`src/rtl/fetch_pkg.sv`:
```
// fetch_pkg: shared definitions for the fetch controller.
//   - Default address/data widths and watchdog limit.
//   - FSM state encodings (FETCH / OUT / HALT).
//   - Watchdog counter width helper.
package fetch_pkg;

    localparam int unsigned AddrWDef   = 32;
    localparam int unsigned DataWDef   = 32;
    localparam int unsigned TimeoutDef = 255;

    typedef logic [1:0] fetch_state_t;

    localparam fetch_state_t StFetch = 2'd0;  // request outstanding / about to issue
    localparam fetch_state_t StOut   = 2'd1;  // instruction presented to decode
    localparam fetch_state_t StHalt  = 2'd2;  // stopped until reset

    // The counter must hold TIMEOUT. A zero TIMEOUT still needs a legal 1-bit vector.
    function automatic int unsigned wd_cnt_w(input int unsigned timeout);
        int unsigned w;
        if (timeout == 0) begin
            w = 1;
        end else begin
            w = $clog2(timeout + 1);
        end
        return w;
    endfunction

endpackage

```
`src/rtl/fetch_redir_buf.sv`:
```
// fetch_redir_buf: one-entry pending-redirect register.
//   A redirect that arrives while a fetch is still outstanding is parked here
//   until the fetch completes. The first redirect wins; later ones are dropped
//   until the entry is cleared.
// Ports:
//   clk, rst        clock, synchronous active-high reset
//   set_valid_i     capture set_target_i if the entry is empty
//   set_target_i    redirect PC to capture
//   clear_i         empty the entry (takes priority over set)
//   full_o          entry holds a target
//   target_o        held target
module fetch_redir_buf
    import fetch_pkg::*;
#(
    parameter int unsigned ADDR_W = AddrWDef
) (
    input  logic              clk,
    input  logic              rst,
    input  logic              set_valid_i,
    input  logic [ADDR_W-1:0] set_target_i,
    input  logic              clear_i,
    output logic              full_o,
    output logic [ADDR_W-1:0] target_o
);

    logic              full_q, full_d;
    logic [ADDR_W-1:0] target_q, target_d;

    always_comb begin
        full_d   = full_q;
        target_d = target_q;
        if (clear_i) begin
            full_d = 1'b0;
        end else if (set_valid_i && !full_q) begin
            full_d   = 1'b1;
            target_d = set_target_i;
        end
    end

    always_ff @(posedge clk) begin
        if (rst) begin
            full_q   <= 1'b0;
            target_q <= '0;
        end else begin
            full_q   <= full_d;
            target_q <= target_d;
        end
    end

    assign full_o   = full_q;
    assign target_o = target_q;

endmodule

```
`src/rtl/fetch_ctrl.sv`:
```
// fetch_ctrl: instruction fetch controller.
//   Fetches from imem over req/ack at the current PC, hands the word to decode
//   over valid/ready, and steers the external PC register (pc_new/pc_en).
//   Applies redirects from execute, stops on halt, and halts with a sticky
//   error if imem fails to ack within TIMEOUT cycles.
// Ports:
//   clk, rst                    clock, synchronous active-high reset
//   pc, pc_4                    current PC and PC+4 from the PC register
//   pc_new, pc_en               next PC and one-cycle load strobe
//   imem_req/addr/ack/rdata     instruction memory handshake
//   inst, inst_valid, inst_ready decode handshake
//   redir_valid, redir_target   redirect pulse from execute
//   halt                        level request to stop fetching
//   halted                      fetch stopped (halt or timeout)
//   fetch_err                   sticky watchdog timeout flag
module fetch_ctrl
    import fetch_pkg::*;
#(
    parameter int unsigned ADDR_W  = AddrWDef,
    parameter int unsigned DATA_W  = DataWDef,
    parameter int unsigned TIMEOUT = TimeoutDef
) (
    input  logic              clk,
    input  logic              rst,
    input  logic [ADDR_W-1:0] pc,
    input  logic [ADDR_W-1:0] pc_4,
    output logic [ADDR_W-1:0] pc_new,
    output logic              pc_en,
    output logic              imem_req,
    output logic [ADDR_W-1:0] imem_addr,
    input  logic              imem_ack,
    input  logic [DATA_W-1:0] imem_rdata,
    output logic [DATA_W-1:0] inst,
    output logic              inst_valid,
    input  logic              inst_ready,
    input  logic              redir_valid,
    input  logic [ADDR_W-1:0] redir_target,
    input  logic              halt,
    output logic              halted,
    output logic              fetch_err
);

    localparam int unsigned     CntW    = wd_cnt_w(TIMEOUT);
    localparam logic [CntW-1:0] CntLast = CntW'(TIMEOUT - 1);
    localparam bit              WdEn    = (TIMEOUT != 0);

    fetch_state_t      state_q, state_d;
    logic              run_q;  // low for the cycle(s) rst is held so req stays low
    logic [DATA_W-1:0] inst_q, inst_d;
    logic              fetch_err_q, fetch_err_d;
    logic [CntW-1:0]   wd_cnt_q, wd_cnt_d;

    logic              buf_set, buf_clear, buf_full;
    logic [ADDR_W-1:0] buf_target;

    logic req, ack_hit, waiting, timeout_hit;

    assign req         = run_q && (state_q == StFetch);
    assign ack_hit     = req && imem_ack;
    assign waiting     = req && !imem_ack;
    assign timeout_hit = WdEn && waiting && (wd_cnt_q == CntLast);

    fetch_redir_buf #(
        .ADDR_W (ADDR_W)
    ) u_redir_buf (
        .clk          (clk),
        .rst          (rst),
        .set_valid_i  (buf_set),
        .set_target_i (redir_target),
        .clear_i      (buf_clear),
        .full_o       (buf_full),
        .target_o     (buf_target)
    );

    always_comb begin
        state_d     = state_q;
        inst_d      = inst_q;
        fetch_err_d = fetch_err_q;
        wd_cnt_d    = wd_cnt_q;
        buf_set     = 1'b0;
        buf_clear   = 1'b0;
        pc_en       = 1'b0;
        pc_new      = pc_4;

        case (state_q)
            StFetch: begin
                if (ack_hit) begin
                    wd_cnt_d  = '0;
                    buf_clear = 1'b1;
                    if (halt) begin
                        state_d = StHalt;
                    end else if (buf_full || redir_valid) begin
                        // Fetched word is stale; restart at the redirect target.
                        pc_en  = 1'b1;
                        pc_new = buf_full ? buf_target : redir_target;
                    end else begin
                        inst_d  = imem_rdata;
                        state_d = StOut;
                    end
                end else if (waiting) begin
                    if (timeout_hit) begin
                        fetch_err_d = 1'b1;
                        state_d     = StHalt;
                    end else begin
                        wd_cnt_d = wd_cnt_q + CntW'(1);
                        buf_set  = redir_valid;
                    end
                end
            end
            StOut: begin
                if (redir_valid || inst_ready) begin
                    if (halt) begin
                        state_d = StHalt;
                    end else begin
                        pc_en   = 1'b1;
                        pc_new  = redir_valid ? redir_target : pc_4;
                        state_d = StFetch;
                    end
                end
            end
            StHalt: begin
                state_d = StHalt;
            end
            default: begin
                state_d = StHalt;
            end
        endcase
    end

    always_ff @(posedge clk) begin
        if (rst) begin
            state_q     <= StFetch;
            run_q       <= 1'b0;
            inst_q      <= '0;
            fetch_err_q <= 1'b0;
            wd_cnt_q    <= '0;
        end else begin
            state_q     <= state_d;
            run_q       <= 1'b1;
            inst_q      <= inst_d;
            fetch_err_q <= fetch_err_d;
            wd_cnt_q    <= wd_cnt_d;
        end
    end

    assign imem_req   = req;
    assign imem_addr  = pc;
    assign inst       = inst_q;
    assign inst_valid = (state_q == StOut);
    assign halted     = (state_q == StHalt);
    assign fetch_err  = fetch_err_q;

endmodule

```
`config.mk`:
```
export PLATFORM = sky130hd
export DESIGN_NAME = fetch_ctrl
export DESIGN_NICKNAME = d
export VERILOG_FILES = /design/src/rtl/fetch_pkg.sv /design/src/rtl/fetch_redir_buf.sv /design/src/rtl/fetch_ctrl.sv
export SDC_FILE = /design/constraint.sdc
export NUM_CORES = 1
export LEC_CHECK = 0
export ABC_AREA = 1
export BUFFER_PORTS_ARGS = -buffer_cell sky130_fd_sc_hd__buf_2
export CORE_UTILIZATION = 41
export DETAILED_ROUTE_END_ITERATION = 10
export PLACE_DENSITY = 0.78
export SYNTH_ARGS = -nofsm -noshare
export SYNTH_HDL_FRONTEND = slang
export SYNTH_SLANG_ARGS = --single-unit
```
`constraint.sdc`:
```
create_clock -name clk -period 1.6 [get_ports clk]
set_clock_uncertainty 0.2 [all_clocks]
set_input_delay 0.08 -clock clk [delete_from_list [all_inputs] [get_ports clk]]
set_output_delay 0.08 -clock clk [all_outputs]
set_load 0.02 [all_outputs]
```
==> flow_metrics.env <==
export IMPL_setup_ws_ns=-0.545
export IMPL_crit_family="simple AND/OR/NAND/NOR gates"
export IMPL_combinationalPowerShare=0.325
export IMPL_ir_drop_uv=543
export IMPL_stdcell_area_um2=7310
export IMPL_finish_utilization=0.738
export IMPL_fin_hold_ws_ns=0.118
export IMPL_synthArstFlopShare=0
export IMPL_synthToLayoutAreaGrowth_pct=71.8
export IMPL_drt_total_wl_mm=16.9
export IMPL_setup_viol=112
export IMPL_hold_path_class="in2reg"
export IMPL_total_leakage_power_nw=3.41
export IMPL_dp_hpwl_mm=8.64
export IMPL_cts_root_buf="clkbuf_8"
export IMPL_criticalPathCategory="reg2out"
export IMPL_ys_types=26
export IMPL_post_synth_cell_area_avg_um2=6.55
export IMPL_clock_fmax_mhz=466
export IMPL_fin_cells=1071
export IMPL_grt_pass1_wl_mm=23.9
export IMPL_start_util=0.429
export IMPL_synth_fp_nets=785
export IMPL_cts_htree_levels=3
export IMPL_clkLatencyLatePin_ns=0.36
export IMPL_drt_first_pass_iters=6
export IMPL_gr_total_overflow=0
export IMPL_synth_main_ff_cell="dfxtp_1"
export IMPL_critical_path_max_fanout=14
export IMPL_fp_dieH_um=104
export IMPL_worstMarginPinSlew_ns=0.448
export IMPL_total_power_w=0.00539
export IMPL_final_common_cell="buf_2"
export IMPL_syn_area_um2=4250
export IMPL_die_area_um2=10800
export IMPL_ant_nets=0
export IMPL_rows=36
export IMPL_p_clk_frac=0.301
export IMPL_p_sw_frac=0.336
export IMPL_dpl_instance_area_um2=5380
export IMPL_io_buffers=170
export IMPL_cts_tree="built"
export IMPL_core_um2=9910
export IMPL_cts_buffer_depth=2
export IMPL_dieWidth_um=104
export IMPL_layout_min_cycle_time_ns=2.15
export IMPL_clock_sinks=77
export IMPL_yosysWarningCount=0
export IMPL_seqCellArea_um2=1550
export IMPL_fill_cells=655
export IMPL_failed_checks="setup timing"
export IMPL_multi_input_area_um2=2410
export IMPL_required_ns=1.32
export IMPL_place_inst=935
export IMPL_slowest_stage="dfxtp_2"
export IMPL_p_switching_w=0.00181
export IMPL_clk_pin_slew_ns=0.10
export IMPL_drc=0
export IMPL_path_cells="nor2_4, buf_12, nand4_4, o21ai_4, buf_12, nand2_1, nand4_1, buf_4"
export IMPL_layout_drive_gt1_share=0.369
export IMPL_ys_seq_area_frac=0.362
export IMPL_viasPerCell=5.23
export IMPL_initialDrtViolationCount=390
export IMPL_rsz0062_at_grt="true"
export IMPL_slew_headroom=0.702
export IMPL_layout_common_cells="135 x buf_2, 126 x nand2_1, 101 x dlygate4sd3_1"
export IMPL_grt_pass1_vias=5210
export IMPL_crit_buf_inv=3
export IMPL_grt_start_max_net_pins=40
export IMPL_max_cap_viol_count=0
export IMPL_status="finished with violations"
export IMPL_power_density_nw_per_um2=738
export IMPL_antenna_found_initial=1
export IMPL_worst_path_most_repeated_cell="buf_12"
export IMPL_syn_inst=649
export IMPL_slew_violations=0
export IMPL_p_seq_frac=0.374
export IMPL_gp_congestion=0.805
export IMPL_num_vias=5597
export IMPL_fin_crit_sh=1.34
export IMPL_wl_per_cell_um=15.8
export IMPL_synth_enable_flop_cells=0
export IMPL_io_pins=235
export IMPL_ys_seq_elements=77
export IMPL_critPathLaunchType="flop"
export IMPL_numCtsBuffers=9
export IMPL_worstPathArrival_ns=1.87
export IMPL_hold_viol_final=0
export IMPL_slowest_delay_ns=0.35
export IMPL_grt_use_total=0.271
export IMPL_finalNetCount=1068
export IMPL_intPower_w=0.00358
export IMPL_end_kind="output port"
[tightest hold or removal path, stage by stage]
cell	delay, ns
buf_2	0.14
nor2_1	0.08
nand2_2	0.16
o21ai_0	0.10
nor2_1	0.08
[Yosys cell counts, types with 5 or more instances]
library cell,instances,area (um^2)
nand2_1,157,589
nor2_1,102,383
nand3_1,84,420
dfxtp_1,77,1540
a21oi_1,48,240
o21ai_0,39,195
buf_4,38,285
inv_1,35,131
buf_2,13,65.1
clkbuf_1,12,45.0
nand4_1,7,43.8
o211ai_1,6,45.0
buf_6,5,56.3
[registers in the layout, indices dropped and copies added, names as in the netlist]
name and count:
run_q 1, state_q 2, wd_cnt_q 8, u_redir_buf.target_o 32, fetch_err 1, inst 32, u_redir_buf.full_o 1
[power groups by stage]
stage          combinational (W)  clock [W]  sequential (W)
6_report                 0.00175    0.00163         0.00202
5_1_grt                  0.00185    0.00174         0.00203
4_1_cts                  0.00144    0.00164         0.00201
3_5_place_dp             0.00109          0         0.00206
2_1_floorplan           0.000728          0         0.00209
3_3_place_gp             0.00108          0         0.00206
[cell type report]
| class | count | share of cell area |
|---|---|---|
| timing repair buffer | 341 | 0.387 |
| multi-input combinational | 465 | 0.330 |
| sequential | 77 | 0.211 |
| tap | 133 | 0.0228 |
| inverter | 38 | 0.0199 |
| clock buffer | 9 | 0.0169 |
| clock inverter | 7 | 0.0120 |
| antenna | 1 | 0.000342 |
[metrics by stage]
step,setup slack (ns),setup TNS [ns]
floorplan,-0.0292,-0.175
global placement,-0.121,-4.17
detailed placement,-0.145,-7.29
CTS,-0.436,-27.09
global route,-0.631,-48.17
finish,-0.545,-37.78
[cell families (layout without fill, tap and decap cells)]
group                      Yosys count  after routing  share of synthesized area
and+or+nand+nor                    365            365                      0.366
buffers and inverters              107            395                      0.141
AOI/OAI and AO/OA                   95             95                      0.119
DFF                                 77             77                      0.362
xor gates and xnor gates             3              3                    0.00618
adders and majority gates            2              2                    0.00588
other                                0              1                          0
[metal layers]
| layer | vias up | part of all wire | global-route usage |
|---|---|---|---|
| met3 | 78 | 0.076 | 0.0598 |
| li1 | 2637 | - | - |
| met1 | 2545 | 0.37 | 0.293 |
| met2 | 337 | 0.50 | 0.520 |
| met4 | 0 | 0.050 | 0.0786 |
| met5 | - | 0 | 0 |
[path summary, 6_finish.rpt]
check	startpoint	to	slack (ns)	depth (start not counted)
setup reg to reg	state_q[0]	u_redir_buf.target_o[13]	-0.41	9
hold reg to reg	u_redir_buf.target_o[0]	u_redir_buf.target_o[0]	0.27	2
hold / removal	redir_valid	inst[18]	0.12	5
setup / recovery	state_q[0]	pc_new[22]	-0.55	8
[timing repair]
item                                    in CTS  in global routing
gates cloned                                 1                  5
endpoints found under the hold margin      104                  0
pin swaps                                    4                 13
gates resized for setup                     47                115
hold buffers                               101                  0
endpoints found under the setup margin     104                112
setup buffers                                9                  4
No activity file was read; power rests on OpenSTA's default activity.
